<file path="src/rtl/spi_arbiter.sv">
// rtl/spi_arbiter.sv - two-requester round-robin arbiter in front of a single SPI master
module spi_arbiter #(
    parameter logic [15:0] TIMEOUT = 16'hFFFF
) (
    input  logic       clk,
    input  logic       rst,
    input  logic       req0,
    input  logic       req1,
    input  logic       wr0,
    input  logic       wr1,
    input  logic [7:0] addr0,
    input  logic [7:0] addr1,
    input  logic [7:0] wdata0,
    input  logic [7:0] wdata1,
    input  logic [9:0] freq0,
    input  logic [9:0] freq1,
    output logic       ack0,
    output logic       ack1,
    output logic       err,
    output logic [7:0] rdata,
    output logic       busy,
    output logic       m_start_w,
    output logic       m_start_r,
    output logic [7:0] m_addr,
    output logic [7:0] m_wdata,
    output logic [9:0] m_freq,
    input  logic [7:0] m_rdata,
    input  logic       m_done
);

    typedef enum logic [2:0] {
        IDLE,
        ISSUE,
        WAIT_CLR,
        WAIT_DONE,
        RESP
    } state_t;

    state_t      state;
    state_t      state_nx;
    logic        issue_cnt;
    logic [15:0] wdog;
    logic        wdog_hit;
    logic        grant_id;
    logic        last_id;
    logic        m_wr;
    logic        err_q;
    logic        pick;

    // The counter value after this cycle's increment has reached the limit.
    assign wdog_hit = ({1'b0, wdog} + 17'd1) >= {1'b0, TIMEOUT};

    // Round-robin pick: a lone request wins, a tie goes to whoever was not served last.
    always_comb begin
        pick = 1'b0;
        if (req0 && req1) begin
            pick = ~last_id;
        end else if (req1) begin
            pick = 1'b1;
        end
    end

    // State register.
    always_ff @(posedge clk) begin
        if (!rst) begin
            state <= IDLE;
        end else begin
            state <= state_nx;
        end
    end

    // Next-state and per-state strobes; a timeout in WAIT_CLR wins over a falling done.
    always_comb begin
        state_nx  = state;
        busy      = 1'b1;
        m_start_w = 1'b0;
        m_start_r = 1'b0;
        ack0      = 1'b0;
        ack1      = 1'b0;
        err       = 1'b0;
        case (state)
            IDLE: begin
                busy = 1'b0;
                if (req0 || req1) begin
                    state_nx = ISSUE;
                end
            end
            ISSUE: begin
                m_start_w = m_wr;
                m_start_r = ~m_wr;
                if (issue_cnt) begin
                    state_nx = WAIT_CLR;
                end
            end
            WAIT_CLR: begin
                if (wdog_hit) begin
                    state_nx = RESP;
                end else if (!m_done) begin
                    state_nx = WAIT_DONE;
                end
            end
            WAIT_DONE: begin
                if (m_done || wdog_hit) begin
                    state_nx = RESP;
                end
            end
            RESP: begin
                ack0     = ~grant_id;
                ack1     = grant_id;
                err      = err_q;
                state_nx = IDLE;
            end
            default: begin
                state_nx = IDLE;
            end
        endcase
    end

    // Grant latching, ISSUE length, watchdog, read capture and fairness bookkeeping.
    always_ff @(posedge clk) begin
        if (!rst) begin
            issue_cnt <= 1'b0;
            wdog      <= 16'd0;
            grant_id  <= 1'b0;
            last_id   <= 1'b1;
            m_wr      <= 1'b0;
            err_q     <= 1'b0;
            rdata     <= 8'd0;
            m_addr    <= 8'd0;
            m_wdata   <= 8'd0;
            m_freq    <= 10'd0;
        end else begin
            case (state)
                IDLE: begin
                    issue_cnt <= 1'b0;
                    if (req0 || req1) begin
                        grant_id <= pick;
                        m_wr     <= pick ? wr1 : wr0;
                        m_addr   <= pick ? addr1 : addr0;
                        m_wdata  <= pick ? wdata1 : wdata0;
                        m_freq   <= pick ? freq1 : freq0;
                        err_q    <= 1'b0;
                    end
                end
                ISSUE: begin
                    issue_cnt <= 1'b1;
                    wdog      <= 16'd0;
                end
                WAIT_CLR: begin
                    if (wdog != 16'hFFFF) begin
                        wdog <= wdog + 16'd1;
                    end
                    if (wdog_hit) begin
                        err_q <= 1'b1;
                    end
                end
                WAIT_DONE: begin
                    if (wdog != 16'hFFFF) begin
                        wdog <= wdog + 16'd1;
                    end
                    if (m_done) begin
                        if (!m_wr) begin
                            rdata <= m_rdata;
                        end
                    end else if (wdog_hit) begin
                        err_q <= 1'b1;
                    end
                end
                RESP: begin
                    last_id <= grant_id;
                end
                default: begin
                    issue_cnt <= 1'b0;
                end
            endcase
        end
    end

endmodule

</file>
<file path="config.mk">
export PLATFORM = sky130hd
export DESIGN_NAME = spi_arbiter
export DESIGN_NICKNAME = d
export VERILOG_FILES = /design/src/rtl/spi_arbiter.sv
export SDC_FILE = /design/constraint.sdc
export NUM_CORES = 1
export LEC_CHECK = 0
export BUFFER_PORTS_ARGS = -buffer_cell sky130_fd_sc_hd__buf_2
export CORE_ASPECT_RATIO = 1.5
export CORE_MARGIN = 5
export CORE_UTILIZATION = 50
export DETAILED_ROUTE_END_ITERATION = 10
export PLACE_DENSITY_LB_ADDON = 0.25
export SLEW_MARGIN = 10
export SYNTH_ARGS = -nofsm -noshare
export SYNTH_HDL_FRONTEND = slang
export SYNTH_SLANG_ARGS = --single-unit
</file>
<file path="constraint.sdc">
create_clock -name clk -period 2.9 [get_ports clk]
set_clock_uncertainty 0.15 [all_clocks]
set_input_delay 0.29 -clock clk [delete_from_list [all_inputs] [get_ports clk]]
set_output_delay 0.29 -clock clk [all_outputs]
set_load 0.01 [all_outputs]
</file>
==> impl_metrics.env, run 1 <==
export IMPL_status="finished clean"
export IMPL_vias=2974
export IMPL_gp_congestion=0.9017
export IMPL_dr_pass1_iters=4
export IMPL_clkPwrFrac=0.341
export IMPL_yosysUniqueCellTypes=51
export IMPL_hold_depth=3
export IMPL_grt_max_degree=56
export IMPL_drt_iter0_drc=152
export IMPL_synth_seq_cells=58
export IMPL_avgSynthCellArea_um2=8.667
export IMPL_timing_rr_start="wdog[1]"
export IMPL_n_fill_cell=528
export IMPL_slew_headroom=0.6017
export IMPL_muxShareOfSynthArea=0.1236
export IMPL_ys_top_cells_by_area="dfxtp_1, mux2i_1, o211a_1, nand2_1, o21ai_0"
export IMPL_hp_class="in2reg"
export IMPL_synth_compound_area_frac=0.2371
export IMPL_crit_type="reg2reg"
export IMPL_final_nets=523
export IMPL_synth_top_cell_by_area="dfxtp_1"
export IMPL_drt_wirelength_per_cell_um=15.24
export IMPL_crit_end="state[0]"
export IMPL_ys_seq_area_frac=0.3774
export IMPL_dp_hpwl_um=5951
export IMPL_rr_endpoint="state[0]"
export IMPL_die_area_um2=7854
export IMPL_seqPwrFrac=0.442
export IMPL_ant_nets=0
export IMPL_clkSlewWorstSetupHoldPaths_ns=0.07
export IMPL_cts_buffer_depth=2
export IMPL_min_period_ns=2.617
export IMPL_p_int_uw=1465
export IMPL_track_usage=0.2191
export IMPL_startpoint="wdog[1]"
export IMPL_dp_cells=517
export IMPL_swShare=0.3007
export IMPL_wl_um=8108
export IMPL_numPortBuffers=106
export IMPL_cts_buffers=9
export IMPL_area_growth_pct=25.29
export IMPL_synth_ff_type="dfxtp_1"
export IMPL_io_pin_count=107
export IMPL_cts_tree="yes"
export IMPL_synth_edff_count=0
export IMPL_comb_power_share=0.217
export IMPL_first_global_vias=2994
export IMPL_viasPerCell=5.590
export IMPL_clock_sinks=58
export IMPL_cts_resized=0
export IMPL_drive_above_1_share=0.2991
export IMPL_max_clock_freq_mhz=382.2
export IMPL_async_reset_ff_frac=0
export IMPL_root_buffer="clkbuf_8"
export IMPL_powerDensity_nw_per_um2=543.3
export IMPL_required_ns=2.96
export IMPL_reg2reg_depth=8
export IMPL_die_y_um=106.1
export IMPL_yosysWarnings=0
export IMPL_cts_hold_repair_buffers=0
export IMPL_core_region_area_um2=6087
export IMPL_synth_simple_gate_area_frac=0.2135
export IMPL_tightest_slew_ns=0.5975
export IMPL_n_antenna_cell=0
export IMPL_clk_latency_ns=0.33
export IMPL_synth_top_family_by_area="compound AO/OA/AOI/OAI gates"
export IMPL_overflow=0
export IMPL_slew_violations=0
export IMPL_rsz0062_at_grt="false"
export IMPL_whs_ns=0.06502
export IMPL_antenna_found_initial=0
export IMPL_r2r_slack_ns=0.28
export IMPL_syn_area_um2=3077
export IMPL_setup_viol_count_final=0
export IMPL_peakVddDrop_mv=0.4562
export IMPL_synthAdderAreaFrac=0.008133
export IMPL_crit_path_start_kind="register"
export IMPL_p_leak_uw=0.001813
export IMPL_setup_tns_ns=0
export IMPL_rows=35
export IMPL_endpoint_kind="register"
export IMPL_crit_fanout=10
export IMPL_netlist_instances=355
export IMPL_cts_setup_buffers=0
export IMPL_initial_core_util=0.5054
export IMPL_period_share=0.9023
export IMPL_maxCapViolations=0
export IMPL_die_w_um=74.05
export IMPL_synth_top_area_frac=0.3774
export IMPL_hold_viol=0
export IMPL_syn_nets=424
export IMPL_layout_cells_non_filler=532
export IMPL_drc=0
export IMPL_htreeDepth=3
export IMPL_synth_xor_area_frac=0.002847
export IMPL_power_switching_uw=629.9
export IMPL_grt_first_pass_wirelength_um=13650
export IMPL_cp_data_arrival_time_ns=2.68
## how the worst min path moves through the flow
stage,startpoint,end,slack [ns]
2_1_floorplan,last_id,last_id,0.29
5_1_grt,m_rdata[5],rdata[5],0.07
3_3_place_gp,m_addr[6],m_addr[6],0.32
3_5_place_dp,m_freq[4],m_freq[4],0.33
6_report,m_rdata[5],rdata[5],0.07
4_1_cts,m_rdata[0],rdata[0],0.05
## kinds of logic (layout without fill, tap and decap cells)
family,after synthesis,count (layout)
DFF,58,58
AOI/OAI and AO/OA,97,97
adders and majority gates,2,2
xor gates and xnor gates,1,1
muxes,38,38
buffers and inverters,29,132
and+or+nand+nor,130,130
## flip-flops by register name, summed over array words and instances (netlist names)
register and flops:
m_freq 10, m_wr 1, wdog 16, last_id 1, grant_id 1, m_wdata 8, m_addr 8, rdata 8
err_q 1, issue_cnt 1, state 3
## stage by stage
stage               utilization  total power [µW]  instance area (µm²)  setup slack [ns]
global route             0.6333              2212                 3855           0.03427
finish                   0.6333              2094                 3855            0.2833
global placement         0.6031              1389                 3671            0.4395
CTS                      0.6333              2112                 3855            0.3207
detailed placement       0.6031              1399                 3671            0.3595
floorplan                     -              1217                 3077            0.5885
## final cells by class
cell class | count | area (µm²) | share of cell area
clock inverter | 5 | 56.30 | 0.01461
clock buffer | 10 | 127.6 | 0.03311
multi-input combinational | 268 | 1819 | 0.4719
sequential | 58 | 1161 | 0.3012
timing repair buffer | 113 | 583.1 | 0.1512
inverter | 4 | 15.01 | 0.003895
tap | 74 | 92.59 | 0.02402
## worst max-delay path, stage by stage, from the launching register on
cell,delay (ns)
dfxtp_1,0.46
ha_1,0.33
nand3_1,0.30
nor4_1,0.44
buf_4,0.20
xnor2_1,0.06
a31oi_1,0.24
and3_1,0.23
o211ai_1,0.10
## cells in the final DEF, fill, tap and decap left out, types with 2 or more instances in the layout
cell type and count:
o31ai_1 2, clkinv_2 2, nor2_1 15, dfxtp_1 58, and3b_1 2, nor3_1 9
a41oi_1 2, a21boi_0 2, nand3_1 11, nand2b_1 4, and2_1 6, nor4_1 3
o22ai_1 3, inv_1 4, ha_1 2, mux2i_1 38, clkbuf_8 9, and3_1 4
buf_2 106, nand4_1 3, o211a_1 28, a21oi_1 8, o211ai_1 4, o21ai_0 20
nand2_1 50, nand3b_1 2, or3_1 3, buf_4 7, nor2b_1 10, a31oi_1 13
o21a_1 2
## synth_stat cells (all sizes together), types with 3 or more instances
cell / instances
inv: 4
nand3: 12
nand2b: 4
o22ai: 3
o211ai: 4
buf: 6
o211a: 28
or3: 4
nor2: 16
and2: 6
nor3: 10
clkbuf: 19
nor2b: 10
nand4: 3
and3: 5
mux2i: 38
a21boi: 3
a31oi: 13
nor4: 3
dfxtp: 58
nand2: 50
a21oi: 8
o21ai: 20
## power by group through the flow
| stage | registers [µW] | clock network [µW] | logic, µW |
|---|---|---|---|
| final | 926 | 715 | 454 |
| after global routing | 937 | 771 | 504 |
| after CTS | 925 | 728 | 459 |
| after detailed placement | 941 | 0 | 458 |
| after global placement | 938 | 0 | 451 |
| after floorplan | 960 | 0 | 256 |
## per-layer routing
layer,vias to the layer above,wire [µm],GRT usage,share of wire
met4,0,242,0.1023,0.030
met2,89,4058,0.3604,0.50
met3,22,563,0.07758,0.069
met1,1356,3244,0.2463,0.40
li1,1507,-,-,-
met5,-,0,0,0
Note: power is estimated with default switching activity, not from simulation.
==> run 2: changes to the inputs <==
--- a/config.mk
+++ b/config.mk
@@ -8,7 +8,7 @@
 export BUFFER_PORTS_ARGS = -buffer_cell sky130_fd_sc_hd__buf_2
 export CORE_ASPECT_RATIO = 1.5
 export CORE_MARGIN = 5
-export CORE_UTILIZATION = 50
+export CORE_UTILIZATION = 54
 export DETAILED_ROUTE_END_ITERATION = 10
 export PLACE_DENSITY_LB_ADDON = 0.25
 export SLEW_MARGIN = 10
==> constraint.sdc (replaced) <==
create_clock -name clk -period 3.08 [get_ports clk]
set_clock_uncertainty 0.15 [all_clocks]
set_input_delay 0.308 -clock clk [delete_from_list [all_inputs] [get_ports clk]]
set_output_delay 0.308 -clock clk [all_outputs]
set_load 0.01 [all_outputs]
==> run 2 against run 1 <==
Net effect:
- cell count fell by 0.94%
- total power rose by 1.6%
- sequential share of layout area fell by 0.26 points
- utilization rose by 7.5 points
- hold slack improved by 0.0067 ns
- clock power rose by 16%
- setup slack improved by 0.16 ns
- critical path depth fell by 1
- design area rose by 0.88%
- largest cell class unchanged
==> impl_metrics.env, run 2 (synthesis gave the netlist of run 1 again) <==
export IMPL_worst_path_max_delay_cell="dfxtp_1"
export IMPL_die_y_um=102.4
export IMPL_rows=33
export IMPL_reg2reg_depth=7
export IMPL_vias=3008
export IMPL_tightest_slew_ns=0.7838
export IMPL_rr_endpoint="wdog[5]"
export IMPL_crit_type="reg2reg"
export IMPL_slew_headroom=0.4746
export IMPL_crit_path_start_kind="register"
export IMPL_cts_setup_buffers=0
export IMPL_dp_cells=511
export IMPL_wl_met1_um=3211
export IMPL_overflow=0
export IMPL_cts_buffer_depth=2
export IMPL_cp_data_arrival_time_ns=2.76
export IMPL_endpoint_kind="register"
export IMPL_ant_nets=0
export IMPL_max_clock_freq_mhz=379.9
export IMPL_peakVddDrop_mv=0.4353
export IMPL_drt_iter0_drc=216
export IMPL_power_switching_uw=598.5
export IMPL_r2r_slack_ns=0.45
export IMPL_largest_reg_flops=16
export IMPL_drive_above_1_share=0.2998
export IMPL_hold_viol=0
export IMPL_maxCapViolations=0
export IMPL_seqPwrFrac=0.410
export IMPL_status="finished clean"
export IMPL_final_nets=521
export IMPL_setup_tns_ns=0
export IMPL_regMostFlops="wdog"
export IMPL_period_share=0.8547
export IMPL_n_antenna_cell=0
export IMPL_timing_rr_start="wdog[1]"
export IMPL_p_int_uw=1529
export IMPL_slowest_delay_ns=0.46
export IMPL_powerDensity_nw_per_um2=547.0
export IMPL_crit_fanout=17
export IMPL_gp_congestion=0.8493
export IMPL_grt_max_degree=45
export IMPL_htreeDepth=3
export IMPL_area_growth_pct=26.39
export IMPL_layout_cells_non_filler=527
export IMPL_top_layer="met4"
export IMPL_wl_met3_um=578
export IMPL_cts_resized=0
export IMPL_track_usage=0.2335
export IMPL_initial_core_util=0.5603
export IMPL_die_area_um2=7338
export IMPL_min_period_ns=2.632
export IMPL_hold_start="m_rdata[0]"
export IMPL_clkPwrFrac=0.389
export IMPL_root_buffer="clkbuf_8"
export IMPL_clock_sinks=58
export IMPL_cts_buffers=9
export IMPL_n_fill_cell=465
export IMPL_io_pin_count=107
export IMPL_viasPerCell=5.708
export IMPL_final_cell_mix="buf_2, dfxtp_1, nand2_1"
export IMPL_numPortBuffers=106
export IMPL_holdPathEnd="rdata[0]"
export IMPL_wl_met2_um=4146
export IMPL_first_global_vias=2953
export IMPL_setup_viol_count_final=0
export IMPL_cts_hold_repair_buffers=0
export IMPL_cp_cell_sequence="ha_1, nand3_1, nor2_1, nand4_1, o211a_1, nand2b_1, a21boi_0"
export IMPL_core_region_area_um2=5492
export IMPL_clkSlewWorstSetupHoldPaths_ns=0.07
export IMPL_grt_first_pass_wirelength_um=13470
export IMPL_slew_violations=0
export IMPL_dp_hpwl_um=6027
export IMPL_clk_latency_ns=0.35
export IMPL_dr_pass1_iters=4
export IMPL_wl_um=8218
export IMPL_comb_power_share=0.201
export IMPL_drt_wirelength_per_cell_um=15.59
export IMPL_swShare=0.2813
export IMPL_largestRegisters="wdog x16, m_freq x10"
export IMPL_required_ns=3.20
export IMPL_final_common_cell="buf_2"
export IMPL_die_w_um=71.63
export IMPL_p_leak_uw=0.001830
export IMPL_cts_tree="yes"
export IMPL_hp_class="in2reg"
export IMPL_hold_depth=3
export IMPL_antenna_found_initial=0
export IMPL_rsz0062_at_grt="false"
export IMPL_drc=0
run 2: how the worst max path moves through the flow:
stage          cells after the start  slack [ns]       end    start
6_report                           7        0.45   wdog[5]  wdog[1]
3_5_place_dp                       7        0.50   wdog[5]  wdog[1]
5_1_grt                            7        0.20   wdog[5]  wdog[1]
2_1_floorplan                      8        0.77  state[0]  wdog[1]
4_1_cts                            7        0.48   wdog[5]  wdog[1]
3_3_place_gp                       7        0.60   wdog[5]  wdog[1]
run 2: power by group through the flow:
| stage | sequential (µW) | combinational [µW] | clock (µW) |
|---|---|---|---|
| final | 872 | 427 | 828 |
| after global routing | 883 | 475 | 868 |
| after CTS | 872 | 431 | 844 |
| after detailed placement | 886 | 426 | 0 |
| after global placement | 883 | 419 | 0 |
| after floorplan | 904 | 241 | 0 |
run 2: layout make-up:
| cell class | count | area [µm²] | area share |
|---|---|---|---|
| multi-input combinational | 268 | 1819 | 0.4678 |
| sequential | 58 | 1161 | 0.2986 |
| timing repair buffer | 111 | 568.0 | 0.1461 |
| clock buffer | 12 | 165.2 | 0.04247 |
| tap | 70 | 87.58 | 0.02252 |
| clock inverter | 4 | 72.57 | 0.01866 |
| inverter | 4 | 15.01 | 0.003861 |
run 2: routing by layer:
layer | vias to the layer above | GRT usage
met5 | - | 0
met4 | 0 | 0.1404
met3 | 21 | 0.07087
met2 | 105 | 0.3952
met1 | 1377 | 0.2549
li1 | 1505 | -
run 2: worst max-delay path, delay by kind of cell (launching register included):
family | cells | cell delay [ns]
DFF | 1 | 0.46
adders and majority gates | 1 | 0.32
and+or+nand+nor | 4 | 1.09
AOI/OAI and AO/OA | 2 | 0.54
run 2: through the flow:
step | power [µW] | area, µm² | util | worst slack (ns) | hold slack, ns
floorplan | 1145 | 3077 | - | 0.7685 | 0.2861
global placement | 1302 | 3651 | 0.6648 | 0.6012 | 0.3131
detailed placement | 1312 | 3651 | 0.6648 | 0.4968 | 0.3125
CTS | 2147 | 3889 | 0.7081 | 0.4836 | 0.06285
global route | 2226 | 3889 | 0.7081 | 0.2039 | 0.08452
finish | 2127 | 3889 | 0.7081 | 0.4476 | 0.07173
==> run 3: changes to the inputs <==
--- a/config.mk
+++ b/config.mk
@@ -7,7 +7,6 @@
 export LEC_CHECK = 0
 export BUFFER_PORTS_ARGS = -buffer_cell sky130_fd_sc_hd__buf_2
 export CORE_ASPECT_RATIO = 1.5
-export CORE_MARGIN = 5
 export CORE_UTILIZATION = 54
 export DETAILED_ROUTE_END_ITERATION = 10
 export PLACE_DENSITY_LB_ADDON = 0.25
==> run 3 against run 2 <==
Net effect:
- design area is 1.0% lower
- wire length down 3.9%
- highest routed layer unchanged
- global-route usage increased by 3.6 points
- total power is 5.5% lower
- critical path depth is the same
- largest power group unchanged
- hold slack improved by 0.0058 ns
- flip-flop and latch count is the same
==> impl_metrics.env, run 3 (synthesis gave the netlist of run 1 again) <==
export IMPL_setup_viol_count_final=0
export IMPL_viasPerCell=5.905
export IMPL_initial_core_util=0.5603
export IMPL_antenna_found_initial=0
export IMPL_dr_pass1_iters=8
export IMPL_holdPathEnd="rdata[7]"
export IMPL_die_y_um=94.45
export IMPL_hold_viol=0
export IMPL_final_nets=521
export IMPL_vias=3112
export IMPL_grt_first_pass_wirelength_um=12770
export IMPL_die_area_um2=6010
export IMPL_maxCapViolations=0
export IMPL_drt_iter0_drc=134
export IMPL_wl_um=7896
export IMPL_dp_hpwl_um=5811
export IMPL_status="finished clean"
export IMPL_place_area_um2=3651
export IMPL_reg2reg_depth=7
export IMPL_p_leak_uw=0.001812
export IMPL_rows=33
export IMPL_postLayoutCellArea_um2=3849
export IMPL_slowest_delay_ns=0.48
export IMPL_cp_data_arrival_time_ns=2.83
export IMPL_area_growth_pct=25.09
export IMPL_root_buffer="clkbuf_8"
export IMPL_gp_congestion=0.8796
export IMPL_crit_path_start_kind="register"
export IMPL_overflow=0
export IMPL_cts_buffers=9
export IMPL_core_region_area_um2=5492
export IMPL_die_w_um=63.63
export IMPL_final_cell_mix="buf_2, dfxtp_1, nand2_1"
export IMPL_cts_tree="yes"
export IMPL_tightest_slew_ns=0.7943
export IMPL_largest_reg_flops=16
export IMPL_cts_buffer_depth=2
export IMPL_multi_input_area_um2=1819
export IMPL_powerDensity_nw_per_um2=522.2
export IMPL_slew_headroom=0.4676
export IMPL_slew_violations=0
export IMPL_rsz0062_at_grt="false"
export IMPL_drive_above_1_share=0.2932
export IMPL_required_ns=3.19
export IMPL_hold_depth=3
export IMPL_setup_tns_ns=0
export IMPL_clkSlewWorstSetupHoldPaths_ns=0.06
export IMPL_drc=0
export IMPL_io_pin_count=107
export IMPL_grt_max_degree=55
export IMPL_hp_class="in2reg"
export IMPL_n_antenna_cell=0
export IMPL_crit_buf_inv=0
export IMPL_track_usage=0.2691
export IMPL_endpoint_kind="register"
export IMPL_rr_endpoint="wdog[5]"
export IMPL_worst_path_max_delay_cell="dfxtp_1"
export IMPL_clock_sinks=58
export IMPL_htreeDepth=3
export IMPL_whs_ns=0.07750
export IMPL_cts_hold_repair_buffers=0
export IMPL_first_global_vias=2993
export IMPL_clk_latency_ns=0.34
export IMPL_peakVddDrop_mv=0.3698
export IMPL_crit_family="simple AND/OR/NAND/NOR gates"
export IMPL_min_period_ns=2.718
export IMPL_cp_cell_sequence="ha_1, nand3_1, nor2_1, nand4_1, o211a_1, nand2b_1, a21boi_0"
export IMPL_numPortBuffers=106
export IMPL_hold_start="m_rdata[7]"
export IMPL_crit_type="reg2reg"
export IMPL_drt_wirelength_per_cell_um=14.98
export IMPL_total_power_uw=2010
export IMPL_regArea_um2=1161
export IMPL_largestRegisters="wdog x16, m_freq x10"
export IMPL_ant_nets=0
export IMPL_n_fill_cell=448
export IMPL_regMostFlops="wdog"
export IMPL_period_share=0.8823
export IMPL_final_common_cell="buf_2"
export IMPL_cts_setup_buffers=0
export IMPL_crit_fanout=17
export IMPL_timing_rr_start="wdog[1]"
export IMPL_max_clock_freq_mhz=368.0
export IMPL_cts_resized=0
export IMPL_r2r_slack_ns=0.36
## run 3: cell types whose count changed in the layout (fill, tap and decap cells not counted), sizes merged
cell,change
bufinv,-1
clkinvlp,-1
clkbuf,+2
## run 3: power breakdown
part           switching, µW  leakage [µW]  internal (µW)
combinational            240       0.00124            186
clock                    295      0.000101            418
sequential              48.8      0.000475            823
total                    583       0.00181           1430
## run 3: layout make-up
type                    instances  area share
flip-flops and latches         58      0.3017
clock buffers                  14     0.04226
well taps                      70     0.02276
repair buffers                111      0.1476
multi-input cells             268      0.4727
clock inverters                 2    0.009103
inverters                       4    0.003901
## run 3: metrics by stage
step | utilization | worst slack, ns | std cells
after floorplan | - | 0.7685 | 355
after global placement | 0.6648 | 0.6212 | 511
after detailed placement | 0.6648 | 0.4936 | 511
after CTS | 0.7008 | 0.4493 | 527
after global routing | 0.7008 | 0.2076 | 527
final | 0.7008 | 0.3625 | 527
## run 3: worst reg2reg max path: stages, from the launching register on
cell	delay [ns]
dfxtp_1	0.48
ha_1	0.34
nand3_1	0.33
nor2_1	0.39
nand4_1	0.14
o211a_1	0.39
nand2b_1	0.26
a21boi_0	0.16
## run 3: routing by layer
metal  part of all wire  GRT usage  vias to the layer above
met5                  0          0                        -
met4              0.032     0.1667                        0
met3              0.066    0.06159                       28
met2               0.52     0.4787                      132
met1               0.38     0.2837                     1455
li1                   -          -                     1497
## run 3: worst max-delay path by stage
stage,startpoint,endpoint,cells past startpoint
after CTS,wdog[1],wdog[5],7
final,wdog[1],wdog[5],7
after global placement,wdog[1],wdog[5],7
after detailed placement,wdog[1],wdog[5],7
after floorplan,wdog[1],state[0],8
after global routing,wdog[0],wdog[5],7
